## src/rtl/bus_port_endpoint.sv

```systemverilog
// bus_port_endpoint
//
// Device-side endpoint for one driver port of the bus generator/arbiter.
// The local host writes packets into a TX FIFO, and the bus drains that FIFO
// through pndng/D_pop/pop. The bus delivers packets on push/D_push. Packets
// addressed to this port, or to the broadcast ID, go into an RX FIFO that the
// host drains.
//
// Ports
//   clk, reset                     : single clock; asynchronous active-high reset
//   host_wr_valid/_data/_ready     : host -> TX FIFO write handshake
//   pndng, D_pop, pop              : TX FIFO head presented to the bus
//   push, D_push                   : bus delivery into the RX filter/FIFO
//   host_rd_valid/_data/_ready     : RX FIFO head presented to the host
//   tx_count, rx_count             : FIFO occupancy
//   rx_overflow, tx_underflow      : sticky error flags
//   rx_filtered                    : saturating count of address-mismatch drops
module bus_port_endpoint #(
  parameter int         pckg_sz    = 16,
  parameter int         fifo_depth = 16,
  parameter logic [7:0] id         = 8'd0,
  parameter logic [7:0] broadcast  = {8{1'b1}}
) (
  input  logic                               clk,
  input  logic                               reset,
  input  logic                               host_wr_valid,
  input  logic [pckg_sz-1:0]                 host_wr_data,
  output logic                               host_wr_ready,
  output logic                               pndng,
  output logic [pckg_sz-1:0]                 D_pop,
  input  logic                               pop,
  input  logic                               push,
  input  logic [pckg_sz-1:0]                 D_push,
  output logic                               host_rd_valid,
  output logic [pckg_sz-1:0]                 host_rd_data,
  input  logic                               host_rd_ready,
  output logic [$clog2(fifo_depth+1)-1:0]    tx_count,
  output logic [$clog2(fifo_depth+1)-1:0]    rx_count,
  output logic                               rx_overflow,
  output logic                               tx_underflow,
  output logic [7:0]                         rx_filtered
);

  localparam int CW = $clog2(fifo_depth + 1);
  localparam int PW = $clog2(fifo_depth);
  localparam logic [CW-1:0] DEPTH_C = CW'(fifo_depth);
  localparam logic [PW-1:0] LAST_C  = PW'(fifo_depth - 1);

  // Pointers wrap explicitly so that non-power-of-2 depths work.
  function automatic logic [PW-1:0] ptr_inc(input logic [PW-1:0] p);
    return (p == LAST_C) ? '0 : p + 1'b1;
  endfunction

  // Storage is left unreset; only pointers and counts define validity.
  logic [pckg_sz-1:0] tx_mem [fifo_depth];
  logic [pckg_sz-1:0] rx_mem [fifo_depth];

  logic [PW-1:0] tx_wr_ptr_q, tx_wr_ptr_d, tx_rd_ptr_q, tx_rd_ptr_d;
  logic [PW-1:0] rx_wr_ptr_q, rx_wr_ptr_d, rx_rd_ptr_q, rx_rd_ptr_d;
  logic [CW-1:0] tx_count_q, tx_count_d, rx_count_q, rx_count_d;
  logic          rx_overflow_q, rx_overflow_d;
  logic          tx_underflow_q, tx_underflow_d;
  logic [7:0]    rx_filtered_q, rx_filtered_d;

  logic          tx_wr, tx_rd, rx_wr, rx_rd;
  logic          tx_full, tx_empty, rx_full, rx_empty;
  logic [7:0]    dest;
  logic          addr_match;

  // Full/empty come from registered counts only, so a read in the same cycle
  // never makes room for a write.
  assign tx_full  = (tx_count_q == DEPTH_C);
  assign tx_empty = (tx_count_q == '0);
  assign rx_full  = (rx_count_q == DEPTH_C);
  assign rx_empty = (rx_count_q == '0);

  assign dest       = D_push[pckg_sz-1 -: 8];
  assign addr_match = (dest == id) || (dest == broadcast);

  assign tx_wr = host_wr_valid && !tx_full;
  assign tx_rd = pop && !tx_empty;
  assign rx_wr = push && addr_match && !rx_full;
  assign rx_rd = host_rd_ready && !rx_empty;

  always_comb begin
    tx_wr_ptr_d    = tx_wr_ptr_q;
    tx_rd_ptr_d    = tx_rd_ptr_q;
    rx_wr_ptr_d    = rx_wr_ptr_q;
    rx_rd_ptr_d    = rx_rd_ptr_q;
    tx_count_d     = tx_count_q;
    rx_count_d     = rx_count_q;
    rx_overflow_d  = rx_overflow_q;
    tx_underflow_d = tx_underflow_q;
    rx_filtered_d  = rx_filtered_q;

    if (tx_wr) tx_wr_ptr_d = ptr_inc(tx_wr_ptr_q);
    if (tx_rd) tx_rd_ptr_d = ptr_inc(tx_rd_ptr_q);
    if (rx_wr) rx_wr_ptr_d = ptr_inc(rx_wr_ptr_q);
    if (rx_rd) rx_rd_ptr_d = ptr_inc(rx_rd_ptr_q);

    case ({tx_wr, tx_rd})
      2'b10:   tx_count_d = tx_count_q + 1'b1;
      2'b01:   tx_count_d = tx_count_q - 1'b1;
      default: tx_count_d = tx_count_q;
    endcase

    case ({rx_wr, rx_rd})
      2'b10:   rx_count_d = rx_count_q + 1'b1;
      2'b01:   rx_count_d = rx_count_q - 1'b1;
      default: rx_count_d = rx_count_q;
    endcase

    if (pop && tx_empty) tx_underflow_d = 1'b1;
    if (push && addr_match && rx_full) rx_overflow_d = 1'b1;
    if (push && !addr_match && (rx_filtered_q != 8'hFF))
      rx_filtered_d = rx_filtered_q + 1'b1;
  end

  always_ff @(posedge clk or posedge reset) begin
    if (reset) begin
      tx_wr_ptr_q    <= '0;
      tx_rd_ptr_q    <= '0;
      rx_wr_ptr_q    <= '0;
      rx_rd_ptr_q    <= '0;
      tx_count_q     <= '0;
      rx_count_q     <= '0;
      rx_overflow_q  <= 1'b0;
      tx_underflow_q <= 1'b0;
      rx_filtered_q  <= '0;
    end else begin
      tx_wr_ptr_q    <= tx_wr_ptr_d;
      tx_rd_ptr_q    <= tx_rd_ptr_d;
      rx_wr_ptr_q    <= rx_wr_ptr_d;
      rx_rd_ptr_q    <= rx_rd_ptr_d;
      tx_count_q     <= tx_count_d;
      rx_count_q     <= rx_count_d;
      rx_overflow_q  <= rx_overflow_d;
      tx_underflow_q <= tx_underflow_d;
      rx_filtered_q  <= rx_filtered_d;
    end
  end

  // Writes are gated by the registered full flag. While reset is high that
  // flag reads "empty", so a write may land in storage during reset; this is
  // harmless because the pointers still read zero.
  always_ff @(posedge clk) begin
    if (tx_wr) tx_mem[tx_wr_ptr_q] <= host_wr_data;
    if (rx_wr) rx_mem[rx_wr_ptr_q] <= D_push;
  end

  // The FIFOs are first-word-fall-through: the head is read combinationally
  // through the registered read pointer.
  assign D_pop         = tx_mem[tx_rd_ptr_q];
  assign host_rd_data  = rx_mem[rx_rd_ptr_q];
  assign pndng         = !tx_empty;
  assign host_wr_ready = !tx_full;
  assign host_rd_valid = !rx_empty;
  assign tx_count      = tx_count_q;
  assign rx_count      = rx_count_q;
  assign rx_overflow   = rx_overflow_q;
  assign tx_underflow  = tx_underflow_q;
  assign rx_filtered   = rx_filtered_q;

endmodule

```

## config.mk

```make
export PLATFORM = sky130hd
export DESIGN_NAME = bus_port_endpoint
export DESIGN_NICKNAME = d
export VERILOG_FILES = /design/src/rtl/bus_port_endpoint.sv
export SDC_FILE = /design/constraint.sdc
export NUM_CORES = 1
export LEC_CHECK = 0
export CAP_MARGIN = 25
export CORE_UTILIZATION = 45
export CTS_CLUSTER_SIZE = 10
export DETAILED_ROUTE_END_ITERATION = 7
export GPL_TIMING_DRIVEN = 0
export HOLD_SLACK_MARGIN = 0.06
export SYNTH_ARGS = -nofsm -noshare
export SYNTH_HDL_FRONTEND = slang
export SYNTH_SLANG_ARGS = --single-unit
```

## constraint.sdc

```tcl
create_clock -name clk -period 4 [get_ports clk]
set_clock_uncertainty 0.15 [all_clocks]
set_input_delay 0.6 -clock clk [delete_from_list [all_inputs] [get_ports clk]]
set_output_delay 0.6 -clock clk [all_outputs]
set_load 0.05 [all_outputs]
```

After elaboration in Yosys (flattened, before gate mapping)
Memory sizes are Yosys's and may differ from the RTL's.
Index checks and enable logic that the tools add are counted.

storage, ports and cells
  ROM bits = 0
  bits of input ports = 38
  RAM bits = 512
  logic and storage cells = 62
  latch bits = 0
  register bits = 36
  memories kept = 2
  output and inout bits = 55

memories
  memory  depth  bits a word  read ports  clocked after memory_dff  write ports  RTL line  RTL
  rx_mem  16     16           1           0                         1            56        logic [pckg_sz-1:0] rx_mem [fifo_depth];
  tx_mem  16     16           1           0                         1            55        logic [pckg_sz-1:0] tx_mem [fifo_depth];

operators by class
  multiplexer cells = 10
  eq/ne operators = 12
  divide/modulo/power cells = 0
  magnitude comparators = 0
  $add $sub $neg = 9
  reductions and logical operators = 20
  bitwise logic cells = 0
  shifts and indexed selects = 0
  multipliers = 0

operator list
  cell                 count
  $pmux 5 s2           2
  $add 4x1->4 const B  4
  $eq 4x4->1 const B   4
  $mux 4               4
  $add 5x1->5 const B  2
  $eq 5x5->1 const B   2
  $logic_not 5->1      2
  $sub 5x1->5 const B  2
  $logic_and 1x1->1    9
  $add 8x1->8 const B  1
  $eq 8x8->1 const B   1
  $logic_not 8->1      1
  $ne 8x8->1 const B   1
  $logic_not 1->1      5
  $eq 2x1->1 const B   2
  $eq 2x2->1 const B   2
  $mux 1               4
  $reduce_bool 2->1    2
  $logic_or 1x1->1     1

Depth between registers and ports, before layout
  depth after elaboration = 6
  depth in mapped cells = 12

Worst setup path before layout
No wires, ideal clock.

  path kind = input-to-reg
  start = input port D_push[8]
  end = memory rx_mem[1][0] (enable)
  slack = 0.447 ns
  arrival time = 2.973 ns
  data required time = 3.420 ns
  buffers on the path = 1
  stages on the path = 5
  setup time = 0.430 ns
  path through = nor4_1 > and2_1 > o211ai_1 > buf_2 > nor4_1

on the way
  cells in the longest elaborated chain, start to end = 6
  elaborated cells between the ends (all ways) = 7
  those cells by class = eq/ne: 1; mux: 2; reduce/logical: 4

ends and longest elaborated chain
  what                                           RTL line  RTL
  from (decl)                                    33        input logic [pckg_sz-1:0] D_push,
  $eq 8x8->1 or $logic_not 8->1 (tied branches)  78        assign addr_match = (dest == id) || (dest == broadcast);
  $logic_or 1x1->1 (*)                           78
  $logic_and 1x1->1 (*) (2 in a row)             82        assign rx_wr = push && addr_match && !rx_full;
  $mux 1 (*)                                     148       if (rx_wr) rx_mem[rx_wr_ptr_q] <= D_push;
  $mux 1 (implied by the code) (*)               148
  to (decl)                                      56

Mark *: on every way between the ends. The rest lies on a longest branch, timed or not.

Worst setup path in the final report
  start = register rx_rd_ptr_q[1]
  end = output port host_rd_data[7]

on the way
  cells in the longest elaborated chain, start to end = 1

ends and longest elaborated chain
  what                    RTL line  RTL
  from (decl)             59        logic [PW-1:0] rx_wr_ptr_q, rx_wr_ptr_d, rx_rd_ptr_q, rx_rd_ptr_d;
  from (signal assigned)  134       rx_rd_ptr_q <= rx_rd_ptr_d;
  $mem_v2 16x16           n/a
  to (decl)               35        output logic [pckg_sz-1:0] host_rd_data,

Every way passes these cells.

==> flow_summary.json <==
{
  "outcome": "finished, violations left",
  "violations": "design-rule violations",
  "yosys_warnings": 0,
  "cts_setup_buffers": 0,
  "crit_path_end_kind": "output port",
  "ys_ff_latch": 548,
  "final-hold-violation-count": 0,
  "gr-usage-all-layers_pct": 20.5,
  "finalNetCount": 1315,
  "synth-edff-count": 512,
  "wirelength_mm": 47.6,
  "yosysSeqAreaShare_pct": 75.6,
  "htreeDepth": 3,
  "slew_violations": 0,
  "final_util_pct": 55.0,
  "crit_path_start_kind": "register",
  "finalSetupTns_ns": 0,
  "r2r_slack_ns": 0.68,
  "reg2regPathDepth": 11,
  "cp_max_fo": 10,
  "die-area_um2": 48700,
  "rsz0062_at_grt": "no",
  "min_period_ns": 3.82,
  "area_growth_pct": 19.8,
  "worstPathArrival_ns": 3.07,
  "clock_latency_ns": 0.59,
  "start_util_pct": 45.9,
  "reg2reg_to": "rx_count[4]",
  "drc_errors": 5,
  "leakage_uw": 0.00860,
  "overflow": 0,
  "max-cap-violations": 0,
  "dr.pass1.iters": 7,
  "drive_gt1_share_pct": 24.4,
  "cts_resized": 56,
  "setup_viol": 0,
  "viasPerCell": 5.63,
  "vdd_drop_max_v": 0.000510,
  "grt_pass1_vias": 11300,
  "design_area_um2": 25800,
  "grt_pass1_wl_mm": 71.5,
  "row_count": 79,
  "ys_types": 43,
  "multiInputGateArea_um2": 5070,
  "yosys_most_used_dff": "edfxtp_1",
  "syn_area_um2": 21500,
  "r2r-start": "rx_count[0]",
  "numCtsBuffers": 66,
  "fin_crit_sh_pct": 95.6,
  "min_path_type": "input pin to asynchronous set/reset pin",
  "layout_setup_ws_ns": 0.178,
  "wire_per_inst_um": 25.1,
  "vias": 10700,
  "cts_hold_buffers": 0,
  "n_antenna_cell": 0,
  "power.density_nw_per_um2": 736,
  "antenna_found_initial": 2,
  "ant_nets": 0,
  "worst_slew_pin_slew_ns": 0.864,
  "seqCellArea_um2": 16300,
  "post-dp-hpwl_mm": 31.9,
  "holdWs_ns": 0.214,
  "async_reset_ff_share_pct": 6.57,
  "core_area_um2": 46900,
  "cts_root_buf": "clkbuf_16",
  "die_h_um": 221,
  "clk_pin_slew_ns": 0.05,
  "cts_tree": "built",
  "synth_nets": 1114,
  "preCtsSetupSlack_ns": -0.393,
  "chipWidth_um": 221,
  "grt_max_degree": 21,
  "port_buffers": 92,
  "place_congestion": 0.786,
  "cts.path.max_buffers": 3,
  "postSynthAreaPerCell_um2": 20.4,
  "drt_first_iter_violations": 865,
  "pin_count": 93,
  "critical_path_class": "register to output port",
  "fmaxAchievable_mhz": 262,
  "cts_sinks": 548,
  "relSlewSlack_pct": 42.4,
  "synth_cells": 1055,
  "fillers": 3580,
  "placed_cell_area_um2": 23900,
  "cp.required_ns": 3.25
}
==> final cells by class <==
type	instances	share of cell area [%]
Multi-Input combinational cell	439	19.7
Buffer	53	1.13
Inverter	14	0.204
Timing Repair Buffer	134	5.63
Sequential cell	548	63.1
Clock buffer	93	6.92
Clock inverter	12	0.359
Tap cell	607	2.95
==> report_power, final <==
group	internal [uW]	total, uW	switching [uW]
Clock	3090	5280	2190
Sequential	6680	6910	236
Combinational	2560	6780	4220
Total	12300	19000	6650
==> cells in the final DEF, fill, tap and decap left out, types with 8 or more instances in the layout <==
| master | instances |
|---|---|
| nor2_1 | 8 |
| nor2_2 | 20 |
| o21ai_0 | 28 |
| edfxtp_1 | 512 |
| nor3_2 | 8 |
| nand3_1 | 8 |
| buf_6 | 9 |
| clkdlybuf4s50_1 | 60 |
| a221oi_1 | 28 |
| mux4_2 | 112 |
| nand2_1 | 45 |
| inv_1 | 13 |
| buf_4 | 12 |
| dlygate4sd2_1 | 31 |
| buf_8 | 25 |
| dfrtp_1 | 36 |
| mux2i_1 | 64 |
| ha_1 | 19 |
| a22oi_1 | 17 |
| xnor2_1 | 9 |
| xor2_1 | 10 |
| buf_2 | 16 |
| clkbuf_1 | 41 |
| clkbuf_16 | 67 |
| clkbuf_2 | 11 |
==> per-layer routing <==
metal / track usage (%) / vias to the layer above / share of wire (%)
met5: 0 / - / 0.027
met4: 5.62 / 2 / 2.0
met3: 4.23 / 79 / 4.6
met2: 36.4 / 278 / 53
met1: 25.5 / 5578 / 40
li1: - / 4764 / -
==> worst max-delay path, stage by stage (launching register included) <==
cell	delay (ns)
dfrtp_1	0.38
buf_2	0.19
and2_1	0.17
clkbuf_1	0.19
clkbuf_2	0.31
a221oi_1	0.43
o21ai_0	0.16
nand2_1	0.12
dlygate4sd2_1	0.53
==> flip-flops by register name (all words and copies together), names as in the netlist <==
register and cells:
rx_overflow 1, tx_wr_ptr_q 4, rx_mem 256, tx_mem 256, rx_wr_ptr_q 4, tx_count 5
rx_rd_ptr_q 4, tx_rd_ptr_q 4, rx_filtered 8, tx_underflow 1, rx_count 5
==> metrics by stage <==
stage	instances	total power, uW
after floorplan	1055	11700
after global placement	1754	13900
after detailed placement	1796	14100
after CTS	1900	19200
after global routing	1900	19800
final	1900	19000
==> how the worst max path moves through the flow <==
stage,start,to,slack [ns],depth (start not counted)
after global placement,D_push[10],rx_mem[1][3],-2.05,6
after detailed placement,D_push[10],rx_count[4],-0.39,12
after floorplan,D_push[8],rx_mem[1][0],0.45,5
final,rx_rd_ptr_q[1],host_rd_data[7],0.18,8
after global routing,rx_rd_ptr_q[1],host_rd_data[8],0.04,8
after CTS,rx_rd_ptr_q[1],host_rd_data[0],0.12,8
==> cell usage after synthesis (all sizes together) (2+ instances only) <==
master	instances	share of area, %
nand4	3	0.087
nor4	8	0.26
nand2	45	0.78
o21ai	28	0.65
fa	2	0.19
mux4	112	12
a21boi	2	0.070
a31o	2	0.081
ha	19	1.1
nand3	8	0.19
buf	25	0.72
nor3	10	0.23
nor2	28	0.49
xnor2	9	0.37
dfrtp	36	4.2
edfxtp	512	71
o2111ai	2	0.081
a21o	7	0.24
xor2	10	0.41
and2	3	0.087
nand2b	3	0.087
clkbuf	29	0.51
inv	14	0.24
a22oi	17	0.59
mux2i	64	3.0
a21oi	7	0.16
a311oi	2	0.081
a221oi	32	1.3
mux2	7	0.37
==> cell families after synthesis <==
kind of cell               synth area share (%)
adders and majority gates                  1.29
and+or+nand+nor                            2.34
muxes                                      15.1
AOI/OAI and AO/OA                          3.45
buffers and inverters                      1.46
xor gates and xnor gates                  0.773
DFF                                        75.6
Note: power is estimated with default switching activity, not from simulation.
